--- src/rtl/alu_issue_pkg.sv ---
// Shared widths, ALU op codes and the issue-register layout for the ALU issue stage.
// Also holds the operand read helper with its bypass from the in-flight ALU result.
package alu_issue_pkg;

    localparam int XPR_LEN      = 32;
    localparam int REG_ADDR_W   = 5;
    localparam int ALU_OP_WIDTH = 4;
    localparam int NUM_REGS     = 1 << REG_ADDR_W;

    typedef logic [XPR_LEN-1:0]      xpr_t;
    typedef logic [REG_ADDR_W-1:0]   reg_addr_t;
    typedef logic [ALU_OP_WIDTH-1:0] alu_op_t;

    localparam alu_op_t ALU_OP_ADD  = 4'd0;
    localparam alu_op_t ALU_OP_SLL  = 4'd1;
    localparam alu_op_t ALU_OP_XOR  = 4'd4;
    localparam alu_op_t ALU_OP_SRL  = 4'd5;
    localparam alu_op_t ALU_OP_OR   = 4'd6;
    localparam alu_op_t ALU_OP_AND  = 4'd7;
    localparam alu_op_t ALU_OP_SEQ  = 4'd8;
    localparam alu_op_t ALU_OP_SNE  = 4'd9;
    localparam alu_op_t ALU_OP_SUB  = 4'd10;
    localparam alu_op_t ALU_OP_SRA  = 4'd11;
    localparam alu_op_t ALU_OP_SLT  = 4'd12;
    localparam alu_op_t ALU_OP_SGE  = 4'd13;
    localparam alu_op_t ALU_OP_SLTU = 4'd14;
    localparam alu_op_t ALU_OP_SGEU = 4'd15;

    typedef struct packed {
        alu_op_t   op;
        reg_addr_t rs1;
        reg_addr_t rs2;
        reg_addr_t rd;
        logic      use_imm;
        xpr_t      imm;
    } issue_t;

    // The result being written back this cycle is newer than the regfile copy.
    function automatic xpr_t bypass_read(input reg_addr_t addr, input logic wb_pend,
                                         input reg_addr_t wb_addr, input xpr_t alu_rd,
                                         input xpr_t rf_data);
        if (addr == '0)
            return '0;
        else if (wb_pend && (wb_addr == addr))
            return alu_rd;
        else
            return rf_data;
    endfunction

endpackage

--- src/rtl/alu_issue_regfile_2r1w.sv ---
// Integer register file: two asynchronous read ports, one synchronous write port.
// x0 is never written and always reads as zero; all entries clear on reset.
module regfile_2r1w
    import alu_issue_pkg::*;
(
    input  logic                  clk,
    input  logic                  reset,
    input  logic [REG_ADDR_W-1:0] ra1,
    input  logic [REG_ADDR_W-1:0] ra2,
    output logic [XPR_LEN-1:0]    rd1,
    output logic [XPR_LEN-1:0]    rd2,
    input  logic                  we,
    input  logic [REG_ADDR_W-1:0] wa,
    input  logic [XPR_LEN-1:0]    wd
);

    xpr_t regs [NUM_REGS];

    always_ff @(posedge clk) begin
        if (reset) begin
            for (int i = 0; i < NUM_REGS; i++)
                regs[i] <= '0;
        end else if (we && (wa != '0)) begin
            regs[wa] <= wd;
        end
    end

    assign rd1 = (ra1 == '0) ? '0 : regs[ra1];
    assign rd2 = (ra2 == '0) ? '0 : regs[ra2];

endmodule

--- src/rtl/alu_issue.sv ---
// Issue/operand/writeback stage around a single-cycle registered ALU.
// Decode handshake: an op transfers on a rising edge where in_valid and in_ready are both high.
module alu_issue
    import alu_issue_pkg::*;
(
    input  logic                    clk,
    input  logic                    reset,
    input  logic                    in_valid,
    output logic                    in_ready,
    input  logic [ALU_OP_WIDTH-1:0] in_op,
    input  logic [REG_ADDR_W-1:0]   in_rs1_addr,
    input  logic [REG_ADDR_W-1:0]   in_rs2_addr,
    input  logic [REG_ADDR_W-1:0]   in_rd_addr,
    input  logic                    in_use_imm,
    input  logic [XPR_LEN-1:0]      in_imm,
    input  logic                    hold,
    output logic [ALU_OP_WIDTH-1:0] alu_op,
    output logic [XPR_LEN-1:0]      alu_rs1,
    output logic [XPR_LEN-1:0]      alu_rs2,
    output logic                    alu_enable,
    input  logic [XPR_LEN-1:0]      alu_rd,
    output logic                    wb_valid,
    output logic [REG_ADDR_W-1:0]   wb_addr,
    output logic [XPR_LEN-1:0]      wb_data
);

    issue_t issue_q;
    logic   issue_valid;
    logic   wb_pend;
    logic   fire;
    logic   accept;
    xpr_t   rf_rs1;
    xpr_t   rf_rs2;

    assign fire     = issue_valid & ~hold;
    assign in_ready = ~issue_valid | ~hold;
    assign accept   = in_valid & in_ready;

    // wb_pend follows fires only, so a hold never cancels a result already in the ALU.
    always_ff @(posedge clk) begin
        if (reset) begin
            issue_q     <= '0;
            issue_valid <= 1'b0;
            wb_pend     <= 1'b0;
            wb_addr     <= '0;
        end else begin
            if (accept) begin
                issue_q.op      <= in_op;
                issue_q.rs1     <= in_rs1_addr;
                issue_q.rs2     <= in_rs2_addr;
                issue_q.rd      <= in_rd_addr;
                issue_q.use_imm <= in_use_imm;
                issue_q.imm     <= in_imm;
                issue_valid     <= 1'b1;
            end else if (fire) begin
                issue_valid <= 1'b0;
            end
            wb_pend <= fire;
            if (fire)
                wb_addr <= issue_q.rd;
        end
    end

    regfile_2r1w u_regfile (
        .clk   (clk),
        .reset (reset),
        .ra1   (issue_q.rs1),
        .ra2   (issue_q.rs2),
        .rd1   (rf_rs1),
        .rd2   (rf_rs2),
        .we    (wb_valid),
        .wa    (wb_addr),
        .wd    (alu_rd)
    );

    assign alu_enable = fire;
    assign alu_op     = issue_q.op;
    assign alu_rs1    = bypass_read(issue_q.rs1, wb_pend, wb_addr, alu_rd, rf_rs1);
    assign alu_rs2    = issue_q.use_imm ? issue_q.imm
                                        : bypass_read(issue_q.rs2, wb_pend, wb_addr, alu_rd, rf_rs2);

    assign wb_valid = wb_pend & (wb_addr != '0);
    assign wb_data  = alu_rd;

endmodule

--- config.mk ---
export PLATFORM = sky130hd
export DESIGN_NAME = alu_issue
export DESIGN_NICKNAME = d
export VERILOG_FILES = /design/src/rtl/alu_issue_pkg.sv /design/src/rtl/alu_issue_regfile_2r1w.sv /design/src/rtl/alu_issue.sv
export SDC_FILE = /design/constraint.sdc
export NUM_CORES = 2
export LEC_CHECK = 0
export CAP_MARGIN = 20
export CORE_MARGIN = 4
export CORE_UTILIZATION = 25
export DETAILED_ROUTE_END_ITERATION = 12
export GPL_ROUTABILITY_DRIVEN = 0
export SLEW_MARGIN = 20
export SYNTH_ARGS = -nofsm -noshare
export SYNTH_HDL_FRONTEND = slang
export SYNTH_HIERARCHICAL = 1
export SYNTH_SLANG_ARGS = --single-unit
--- constraint.sdc ---
create_clock -name clk -period 7.4 [get_ports clk]
set_input_delay 1.48 -clock clk [delete_from_list [all_inputs] [get_ports clk]]
set_output_delay 1.48 -clock clk [all_outputs]
set_load 0.02 [all_outputs]
== Yosys cells after proc, flatten, opt, wreduce, memory -nomap -nowiden ==
Memories as Yosys holds them, arrays and structs flattened. A register that Yosys moved wholly into a read port is not among the register bits.
Index checks and enable logic that the tools add are counted.

* Add/sub/neg operators: 0
* Multiply operators: 0
* Divide/modulo/power cells: 0
* Magnitude comparators: 0
* Eq/ne operators: 2
* Shift operators: 0
* Muxes and demuxes: 19
* Bitwise gates (word level): 6
* Reductions and logical operators: 8

{| class="wikitable"
|+ Operator list
! operator !! count
|-
| $mux 32 || 6
|-
| $reduce_or 32->1 || 1
|-
| $mux 5 || 5
|-
| $eq 5x5->1 || 2
|-
| $logic_not 5->1 || 2
|-
| $mux 1 || 8
|-
| $reduce_bool 5->1 || 1
|-
| $and 1x1->1 || 3
|-
| $logic_and 1x1->1 || 3
|-
| $not 1->1 || 2
|-
| $reduce_bool 2->1 || 1
|-
| $or 1x1->1 || 1
|}

* Register bits after elaboration: 59
* Bits in latches: 0
* Bits in writable memories: 1024
* Memory bits (read-only): 0
* Memories: 1

{| class="wikitable"
|+ Memories
! memory !! words !! width !! read ports !! clocked after memory_dff !! wr ports !! line !! text
|-
| u_regfile.regs || 32 || 32 || 2 || 2 || 32 || alu_issue_regfile_2r1w.sv:17 || <nowiki>xpr_t regs [NUM_REGS];</nowiki>
|}

== Longest topological paths before layout ==
* Depth in word-level cells: 8
* Depth in mapped cells: 11
* Gate-level depth less buffers: 6

== By module ==
Netlist, hierarchy kept.

{| class="wikitable"
|+ Modules (own cells, without submodules)
! module !! times used !! cells an instance !! area an instance (um2) !! sequential area each (um2)
|-
| regfile_2r1w || 1 || 3502 || 54253.3 || 30749.5
|-
| alu_issue || 1 || 574 || 3997.6 || 1181.1
|}

== Least setup slack after synthesis ==
OpenSTA, ideal clock, no wires.

* Path kind: register to output
* Start point: register issue_q[45] in the netlist's numbering
* End point: output port alu_rs1[10]
* Arrival: 2.222 ns
* Required time: 5.920 ns
* Setup slack: 3.698 ns
* Stages on the path, launching flop included: 10
* Cells stage by stage: dfxtp_1 -> buf_2 -> buf_2 -> clkbuf_1 -> mux4_2 -> mux4_2 -> o22ai_1 -> nor3_1 -> o21ai_0 -> a21oi_1

* Cells in the longest elaborated chain, start to end: 4
* Elaborated cells on any way between the ends: 5

{| class="wikitable"
|+ RTL lines
! item !! line !! text
|-
| from (decl) || alu_issue.sv:27 || <nowiki>issue_t issue_q;</nowiki>
|-
| $eq 5x5->1 || alu_issue_pkg.sv:44 || <nowiki>else if (wb_pend && (wb_addr == addr))</nowiki>
|-
| $logic_and 1x1->1 || alu_issue_pkg.sv:44 ||
|-
| $mux 32 || alu_issue_pkg.sv:44 ||
|-
| $mux 32 * || alu_issue_pkg.sv:42 || <nowiki>if (addr == '0)</nowiki>
|-
| to (decl) || alu_issue.sv:18 || <nowiki>output logic [XPR_LEN-1:0] alu_rs1,</nowiki>
|}

Mark *: on every way between the ends. The rest lies on a longest branch, timed or not.

== Final worst setup path ==
* Start point: register issue_q[39] in the netlist's numbering
* End point: output port alu_rs2[23]

* Cells in the longest elaborated chain, start to end: 5
* Elaborated cells on any way between the ends: 6

{| class="wikitable"
|+ RTL lines
! item !! line !! text
|-
| $eq 5x5->1 || alu_issue_pkg.sv:44 ||
|-
| $logic_and 1x1->1 || alu_issue_pkg.sv:44 ||
|-
| $mux 32 || alu_issue_pkg.sv:44 ||
|-
| $mux 32 * || alu_issue_pkg.sv:42 ||
|-
| $mux 32 * || alu_issue.sv:79 || <nowiki>assign alu_rs2 = issue_q.use_imm ? issue_q.imm</nowiki>
|-
| to (decl) || alu_issue.sv:19 || <nowiki>output logic [XPR_LEN-1:0] alu_rs2,</nowiki>
|}

Marks and branches as above.

==> impl_results.md <==
* Sequential element share of the synthesized area at 54.82%
* Total of max-cap violations at 0
* R2R Setup Slk at 3060 ps
* Crit. path cell count at 8
* Top Layer Used: met4
* Largest net degree at the start of global routing at 85
* Critical path's top delay family: buffers and inverters
* Fin nets at 4206
* EDFF count, synth at 1024
* CTS sink count at 1083
* Maximum vdd drop at 0.1930 mV
* Area Growth Syn to Fin at 15.93%
* Slew Viols, Final at 0
* Htree depth at 3
* Layout Utilization at 29.23%
* Drt via density at 5.307
* Leading cell types in the layout, fill and taps excluded: 1024 x edfxtp_1, 995 x and2_1, 472 x mux4_2
* Area leader, netlist: edfxtp_1
* Worst EP required at 5920 ps
* Distinct cells, synth at 55
* Final setup violation count at 0
* Post-route cell area at 67530 um^2
* Worst Hold Depth at 2
* Slowest Stage Delay on Critical Path at 730 ps
* Hold/Removal Path Class: flop to flop
* Vias at 38.50k
* Final period util at 90.12%
* GRT Resource Usage Total at 17.45%
* Initial antenna violation count at 10
* Slew HR at 16.46%
* Worst slack at placement at 1581 ps
* Reg2Reg Depth at 6
* Fmax at 149.9 MHz
* Detailed Route Iter0 Violations at 4906
* Critical Path, Cell by Cell: buf_4 -> xor2_1 -> nor4_4 -> buf_4 -> and2_2 -> buf_4 -> o211ai_2 -> clkdlybuf4s50_1
* Initial Util at 25.22%
* Synth top area share at 52.79%
* CTS root buf: clkbuf_16
* Wire per inst at 29.94 um
* Total setup buffers inserted after CTS at 0
* Skew final at 32.62 ps
* Antenna-violating nets left at 0
* Port bufs at 195
* HPWL after DPL at 136.6 mm
* Post-Synthesis Cell Area at 58250 um^2
* Skew-Pair Late Insertion Delay at 760 ps
* Syn avg cell area at 14.29 um^2
* Arr. time, crit path at 5190 ps
* Fin Setup TNS at 0 ps
* RSZ-0062 raised after global routing: false
* Share of layout cells above drive strength 1 at 23.16%
* Top_reg_cell synth: edfxtp_1
* Top post-synthesis cells by area: edfxtp_1 53%, mux4_2 18%, and2_1 11%
* WL met2 at 99.34 mm
* Most used cell, CP: buf_4
* Least-Margin Pin Slew at 1250 ps
* Status: complete, no violations
* WL met1 at 81.77 mm
* Num ports at 196
* Final Critical Period at 6669 ps
* Most common cell after layout, fill and taps aside: edfxtp_1
* Die W at 490.7 um
* Slowest CP cell: dfxtp_4
* Post-synthesis register bit count at 1083
* Leak at 22.50 nW
* Cells after Synth at 4076
* First-pass GRT wire length at 302.5 mm
* Row cnt at 176
* Final WS setup at 730.9 ps
* CTS Hold Bufs at 0
* Buffer levels on the longest clock path at 3
* WL final at 217.2 mm
* CTS tree: done
* Crit start category: flop
* Yosys warns at 6
* Total grt overflow at 0
* Number of fill cells at 22.81k
* Resized cells post-CTS at 0
* CP Buf/Inv Count at 4
* PD cells at 226.5 nW/um^2
* TritonRoute pass-1 iters at 5
* Synth async-reset ratio at 0%
* Crit path max fanout at 43
* CP endpoint kind: output port
* Hold Vio Cnt, Final at 0
* Core area at 231000 um^2
* Crit Path Class: flop to output port
* Clock edge transition at the registers on the reported setup and hold paths at 60 ps
* WL met3 at 22.58 mm
* Vias in the first global route at 38.62k
* Die area at 240800 um^2
* Post-place instance area at 63440 um^2
* Inserted Clock Buffers at 120
* Die height at 490.7 um
* Residual DRC at 0
## through the flow
step / cells / total power, mW / hold WS (ps)
2_1_floorplan: 4107 / 8.290 / 435.7
4_1_cts: 7247 / 15.37 / 454.4
3_3_place_gp: 7020 / 9.170 / 443.1
6_report: 7254 / 15.30 / 454.1
3_5_place_dp: 7020 / 9.192 / 447.4
5_1_grt: 7251 / 15.73 / 472.0
## final timing paths
kind	from	end
worst max-delay path	issue_q[39]$_SDFFE_PP0P_	alu_rs2[23]
worst min-delay path	issue_q[11]$_SDFFE_PP0P_	issue_q[11]$_SDFFE_PP0P_
worst max register to register	wb_addr[0]$_SDFFE_PP0P_	u_regfile/regs[1][1]$_SDFFCE_PN0P_
worst min register to register	issue_q[11]$_SDFFE_PP0P_	issue_q[11]$_SDFFE_PP0P_
## cell type report
type,instances,area [um^2],area share [%]
sequential,1083,31960,47.32
multi-input combinational,2541,24290,35.97
tap,3026,3786,5.606
timing repair buffer,369,3426,5.073
clock buffer,161,3281,4.858
clock inverter,66,768.2,1.138
antenna,5,12.51,0.01853
inverter,3,11.26,0.01667
## cell usage after synthesis (all sizes together), types with 5 or more instances
cell / instances
nand2: 178
a2111oi: 55
or2: 33
nand3: 37
xnor2: 6
mux4: 472
edfxtp: 1024
clkbuf: 314
mux2i: 155
dfxtp: 59
nor4: 7
nand3b: 5
nor2b: 14
nand4: 33
and2: 999
mux2: 30
nor2: 45
a21oi: 98
o22ai: 103
nor3: 55
buf: 166
a22oi: 16
a211oi: 7
o211ai: 32
nand2b: 6
a22o: 51
o21ai: 36
## cells by family after synthesis
logic type                share of synthesized area [%]
muxes                                             21.49
other                                          0.006438
and+or+nand+nor                                   14.34
DFF                                               54.82
AOI/OAI and AO/OA                                 5.104
xor gates and xnor gates                         0.1503
buffers and inverters                             4.088
## layer usage
metal	vias to the layer above	global-route usage (%)
li1	15600	-
met1	20060	22.50
met2	2408	27.33
met3	426	3.835
met4	0	9.446
met5	-	0
## where the power goes
part           internal, mW  switching, mW
registers              6.91          0.159
logic                 0.773           1.24
clock network          3.63           2.58
total                  11.3           3.98
## sequential cells by signal, indices dropped and copies added (netlist names)
name / flops
wb_pend: 1
u_regfile/regs: 1024
issue_valid: 1
wb_addr: 5
issue_q: 48
alu_op: 4
## worst min-delay path, stage by stage (launching register included)
cell	delay, ps
dfxtp_1	300
nand2_1	50
a21oi_1	50
Power figures use the tool's default switching activity.
